File: src/rtl/memory_access.sv
// -----------------------------------------------------------------------------
// memory_access
//
// Memory stage of the five-stage pipeline. Takes the M-side pipeline register
// values from execute, drives a variable-latency word-wide data bus with a
// request/ready handshake, stalls the pipeline while an access is outstanding,
// and registers the writeback-stage values.
//
// Handshake: mem_req_o is held high, with address, write data and write
// enable stable, until the cycle in which mem_ready_i is 1. That cycle
// completes the transfer. mem_ready_i has no effect while mem_req_o is 0.
// A request can also be withdrawn by the timeout (abandon).
//
// Parameters:
//   TIMEOUT  - maximum WAIT cycles before an access is abandoned (1..255)
//   ERR_DATA - read data substituted for an abandoned load
//
// Ports:
//   clk_i, rst_i                 clock, async active-low reset
//   reg_write_m_i .. write_reg_m_i  M-stage control and data from execute
//   mem_req_o, mem_we_o, mem_addr_o, mem_wdata_o   data-memory request
//   mem_ready_i, mem_rdata_i     data-memory response
//   stall_m_o                    hold PC and F/D/E/M registers
//   *_w_o                        W-stage pipeline register outputs
//   result_w_o                   writeback result (also forwarded to execute)
//   bus_error_o                  sticky: timeout or misaligned access seen
//   dbg_state_o, dbg_cnt_o       FSM state (1 = WAIT) and wait counter
// -----------------------------------------------------------------------------
module memory_access #(
  parameter int          TIMEOUT  = 255,
  parameter logic [31:0] ERR_DATA = 32'hDEAD_BEEF
) (
  input  logic        clk_i,
  input  logic        rst_i,
  input  logic        reg_write_m_i,
  input  logic        mem_write_m_i,
  input  logic        mem_to_reg_m_i,
  input  logic [31:0] alu_out_m_i,
  input  logic [31:0] write_data_m_i,
  input  logic [4:0]  write_reg_m_i,
  output logic        mem_req_o,
  output logic        mem_we_o,
  output logic [31:0] mem_addr_o,
  output logic [31:0] mem_wdata_o,
  input  logic        mem_ready_i,
  input  logic [31:0] mem_rdata_i,
  output logic        stall_m_o,
  output logic        reg_write_w_o,
  output logic        mem_to_reg_w_o,
  output logic [31:0] read_data_w_o,
  output logic [31:0] alu_out_w_o,
  output logic [4:0]  write_reg_w_o,
  output logic [31:0] result_w_o,
  output logic        bus_error_o,
  output logic        dbg_state_o,
  output logic [7:0]  dbg_cnt_o
);

  typedef enum logic {
    S_IDLE = 1'b0,
    S_WAIT = 1'b1
  } state_e;

  localparam logic [7:0] TIMEOUT_C = 8'(TIMEOUT);

  state_e      state_q;
  logic [7:0]  cnt_q;
  logic        bus_error_q;

  logic        access;
  logic        misaligned;
  logic        abandon;
  logic        done;

  logic        reg_write_d,  reg_write_q;
  logic        mem_to_reg_d, mem_to_reg_q;
  logic [31:0] read_data_d,  read_data_q;
  logic [31:0] alu_out_d,    alu_out_q;
  logic [4:0]  write_reg_d,  write_reg_q;

  // ---------------------------------------------------------------------------
  // Request generation. The M inputs are frozen while stalled, so the bus
  // fields stay stable for the whole access without extra registers.
  // ---------------------------------------------------------------------------
  assign access     = mem_write_m_i | mem_to_reg_m_i;
  assign misaligned = access & (alu_out_m_i[1:0] != 2'b00);
  // The request is withdrawn in the final WAIT cycle, so a late ready in
  // that cycle is ignored and the access counts as abandoned.
  assign abandon    = (state_q == S_WAIT) && (cnt_q == TIMEOUT_C);

  assign mem_req_o   = access & ~misaligned & ~abandon;
  assign mem_we_o    = mem_write_m_i;
  assign mem_addr_o  = alu_out_m_i;
  assign mem_wdata_o = write_data_m_i;
  assign stall_m_o   = mem_req_o & ~mem_ready_i;
  assign done        = mem_req_o & mem_ready_i;

  // ---------------------------------------------------------------------------
  // Access FSM with wait counter and sticky bus error.
  // ---------------------------------------------------------------------------
  always_ff @(posedge clk_i or negedge rst_i) begin
    if (!rst_i) begin
      state_q     <= S_IDLE;
      cnt_q       <= 8'd0;
      bus_error_q <= 1'b0;
    end else begin
      case (state_q)
        S_IDLE: begin
          if (stall_m_o) begin
            state_q <= S_WAIT;
            cnt_q   <= 8'd1;
          end else begin
            cnt_q   <= 8'd0;
          end
        end
        S_WAIT: begin
          if (done || abandon) begin
            state_q <= S_IDLE;
            cnt_q   <= 8'd0;
          end else if (cnt_q < TIMEOUT_C) begin
            cnt_q   <= cnt_q + 8'd1;
          end
        end
        default: begin
          state_q <= S_IDLE;
          cnt_q   <= 8'd0;
        end
      endcase
      if (misaligned || abandon) begin
        bus_error_q <= 1'b1;
      end
    end
  end

  // ---------------------------------------------------------------------------
  // W register next state. A stalled cycle inserts a bubble; otherwise the M
  // instruction moves on. Read data is 0 unless a load completed or was
  // abandoned, so W contents are deterministic for stores and ALU ops.
  // ---------------------------------------------------------------------------
  always_comb begin
    reg_write_d  = 1'b0;
    mem_to_reg_d = 1'b0;
    read_data_d  = 32'd0;
    alu_out_d    = 32'd0;
    write_reg_d  = 5'd0;
    if (!stall_m_o) begin
      reg_write_d  = reg_write_m_i & ~misaligned & ~abandon;
      mem_to_reg_d = mem_to_reg_m_i;
      alu_out_d    = alu_out_m_i;
      write_reg_d  = write_reg_m_i;
      if (mem_to_reg_m_i && done) begin
        read_data_d = mem_rdata_i;
      end else if (mem_to_reg_m_i && abandon) begin
        read_data_d = ERR_DATA;
      end
    end
  end

  always_ff @(posedge clk_i or negedge rst_i) begin
    if (!rst_i) begin
      reg_write_q  <= 1'b0;
      mem_to_reg_q <= 1'b0;
      read_data_q  <= 32'd0;
      alu_out_q    <= 32'd0;
      write_reg_q  <= 5'd0;
    end else begin
      reg_write_q  <= reg_write_d;
      mem_to_reg_q <= mem_to_reg_d;
      read_data_q  <= read_data_d;
      alu_out_q    <= alu_out_d;
      write_reg_q  <= write_reg_d;
    end
  end

  assign reg_write_w_o  = reg_write_q;
  assign mem_to_reg_w_o = mem_to_reg_q;
  assign read_data_w_o  = read_data_q;
  assign alu_out_w_o    = alu_out_q;
  assign write_reg_w_o  = write_reg_q;
  assign result_w_o     = mem_to_reg_q ? read_data_q : alu_out_q;
  assign bus_error_o    = bus_error_q;
  assign dbg_state_o    = state_q;
  assign dbg_cnt_o      = cnt_q;

endmodule

File: config.mk
export PLATFORM = sky130hd
export DESIGN_NAME = memory_access
export DESIGN_NICKNAME = d
export VERILOG_FILES = /design/src/rtl/memory_access.sv
export SDC_FILE = /design/constraint.sdc
export NUM_CORES = 1
export LEC_CHECK = 0
export ABC_AREA = 0
export BUFFER_PORTS_ARGS = -buffer_cell sky130_fd_sc_hd__buf_4
export CORE_AREA = 2 2 110 112
export CTS_BUF_LIST = sky130_fd_sc_hd__clkbuf_4 sky130_fd_sc_hd__clkbuf_8
export DETAILED_ROUTE_END_ITERATION = 8
export DIE_AREA = 0 0 112 114
export MAX_ROUTING_LAYER = met4
export PLACE_DENSITY = 0.71
export SYNTH_ARGS = -nofsm -noshare
export SYNTH_HDL_FRONTEND = slang
export SYNTH_SLANG_ARGS = --single-unit
File: constraint.sdc
create_clock -name clk_i -period 2.45 [get_ports clk_i]
set_clock_uncertainty 0.05 [all_clocks]
set_input_delay 0.49 -clock clk_i [delete_from_list [all_inputs] [get_ports clk_i]]
set_output_delay 0.49 -clock clk_i [all_outputs]
set_load 0.01 [all_outputs]
==> run metrics <==
status=complete, no violations; CP startpoint=dbg_cnt_o[0]; number of distinct library cells after synthesis=39; placed inst area=5350 um2; synth warn=0; routed wire length=12000 um; RSZ-0062 raised after global routing=no; asr flop ratio synth=100%; final setup fails=0; Worst Setup Slack, final=123 ps; Sum Neg Setup Slack=0 ps; Critical Path RT=1910 ps; total clock sinks=81; Filler cells=1093; Antenna Cells=0; Synth Area in Simple Gates=10.9%; pre-CTS setup slack=278 ps; RR Endpoint=reg_write_w_o; DP Wirelength=8620 um; Max Cap Violations=0; nets=611; fin crit period=2330 ps; most area-consuming cells after synthesis=dfrtp_1, buf_4, mux2_2; largest net degree at the start of global routing=63; Critical Path Sink=stall_m_o; Mapped Cells=354; vias in the first global route=3336; Final Slew Violations=0; Buffers on Ports=222; Worst-path clk slew=80 ps; DRT Pass-1 Iters=7; starting density of the core=35.0%; worst hold path type=input port to async pin; most common cell in the synthesized netlist=dfrtp_1; Num CTS Buffers=9; Clock Path Buffers=2; Rel. slew slack=59.3%; CP Data Arrival Time=1790 ps; grt ovf=0; die area=12800 um2; type of the worst setup path=register to output pin; largest area contributor in the netlist=dfrtp_1; post-synthesis mux area share=8.78%; Post-synth EDFFs=0; reg2reg setup slack=650 ps; fraction of layout instances using a drive strength above 1=57.7%; Tightest Pin Transition=610 ps; post-synthesis sequential area ratio=49.4%; routed length per instance=18.3 um; Die W=112 um; Reg2Reg Depth=4; Mapped Nets=462; Clock Tree Root=clkbuf_8; Peak VDD IR=292 uV; Startpoint Class=register; largest family of logic cells by synthesized area=buffers and inverters; Fin. Hold Viols=0; Skew-Pair Late Insertion Delay=350 ps; Via density=5.04; drt drc=0; synthesized flop and latch total=81; Primary FF master, synth=dfrtp_1; Post-Synth XOR/XNOR Area=0.640%; Area growth syn-to-layout=36.8%; synth cell count leaders=dfrtp_1, buf_4, a21boi_0, mux2_2, nand4_1; syn_area_per_cell=11.6 um2; RR Startpoint=dbg_cnt_o[0]; Detailed Route Iter0 Violations=124; vias post-DR=3299; H-tree Lvls=3; CTS tree=yes; initial antenna violation count=0; Detail Route Antenna Nets=0; RD Place Congestion=0.774; Die Ht=114 um; crit-path max FO=7; total chip power=0.00335 W; Cell Pwr Density=596 nW/um2; synthesized area=4100 um2; Synth Area in Adders=0.305%; first-pass GRT wire length=17800 um; Total Routing Usage GR=18.5%; Worst Setup End Kind=output pin; Synth top area share=49.4%; Core Util, Final=47.9%; fin crit share=95.0%; Design Area, Final=5610 um2; Placement Rows=40; f_max=0.430 GHz; Ports=287; Leak=2.76 nW; core area=11700 um2; Synth Area in Compound Gates=12.9%
## repair_timing
item                                   in CTS  in global routing
pin swaps                                   0                  0
endpoints found under the hold margin       0                  0
setup endpoints to repair                   2                  2
buffers inserted                            0                  0
resized for setup                           3                  4
hold buffers                                0                  0
## per-layer routing
| layer | vias to the layer above | track usage (%) | wire (um) |
|---|---|---|---|
| met3 | 32 | 3.93 | 876 |
| met1 | 1606 | 21.2 | 4620 |
| li1 | 1487 | - | - |
| met2 | 174 | 31.9 | 6180 |
| met5 | - | - | 0 |
| met4 | 0 | 7.32 | 314 |
## worst min-delay path by stage
stage               depth (start not counted)         endpoint  start  slack (ps)
floorplan                                   0   alu_out_w_o[0]  rst_i         140
detailed placement                          1  alu_out_w_o[12]  rst_i         410
finish                                      1  alu_out_w_o[12]  rst_i          30
CTS                                         1  alu_out_w_o[12]  rst_i          20
global route                                1  alu_out_w_o[12]  rst_i          40
global placement                            1  alu_out_w_o[11]  rst_i         410
## report_power, final
group          switching, W  internal (W)
combinational      0.000316      0.000367
clock              0.000498      0.000677
sequential        0.0000783       0.00141
## placed cells by master (no fill, tap or decap), types with 2 or more instances in the layout
cell | Yosys | final
a21boi_1 | 17 | 17
nor3_1 | 13 | 12
nor2_1 | 3 | 2
nand3_1 | 11 | 11
nand4_1 | 25 | 25
o21ai_0 | 2 | 2
or3_1 | 2 | 2
nor2_2 | 1 | 2
and4_4 | 2 | 2
buf_4 | 69 | 231
bufinv_16 | 0 | 3
mux2_2 | 30 | 30
dfrtp_1 | 81 | 79
clkinvlp_4 | 0 | 2
nand2_1 | 3 | 3
dfrtp_2 | 0 | 2
a21boi_0 | 43 | 43
xor2_1 | 2 | 2
a211oi_1 | 2 | 2
inv_1 | 2 | 2
clkbuf_8 | 0 | 9
mux2_1 | 2 | 2
a21oi_1 | 3 | 3
## cells by family (layout without fill, tap and decap cells)
logic type | after synthesis | after routing
muxes | 32 | 32
adders and majority gates | 1 | 1
xor gates and xnor gates | 3 | 3
DFF | 81 | 81
AOI/OAI and AO/OA | 70 | 70
and+or+nand+nor | 71 | 71
buffers and inverters | 96 | 250
## worst max-delay path: stages (launching register included)
cell     delay (ps)
dfrtp_2         470
ha_4            210
and4_4          200
and2_2          260
nor3_2          160
buf_4           140
## registers in the layout, indices dropped and copies added (netlist names)
register	cells
alu_out_w_o	32
read_data_w_o	32
dbg_cnt_o	8
write_reg_w_o	5
bus_error_o	1
dbg_state_o	1
mem_to_reg_w_o	1
reg_write_w_o	1
## stage by stage
stage / hold slack, ps / std cells
4_1_cts: 22.9 / 655
6_report: 32.5 / 655
2_1_floorplan: 144 / 354
5_1_grt: 39.5 / 655
3_3_place_gp: 411 / 639
3_5_place_dp: 413 / 639
## final cells by class
cell class | count | area, um2 | area share, %
multi-input cells | 177 | 1400 | 24.9
well taps | 147 | 184 | 3.28
flip-flops and latches | 81 | 2030 | 36.1
clock buffers | 9 | 124 | 2.21
inverters | 2 | 7.51 | 0.134
clock inverters | 7 | 119 | 2.12
repair buffers | 232 | 1750 | 31.2
(Power assumes the default switching activity.)
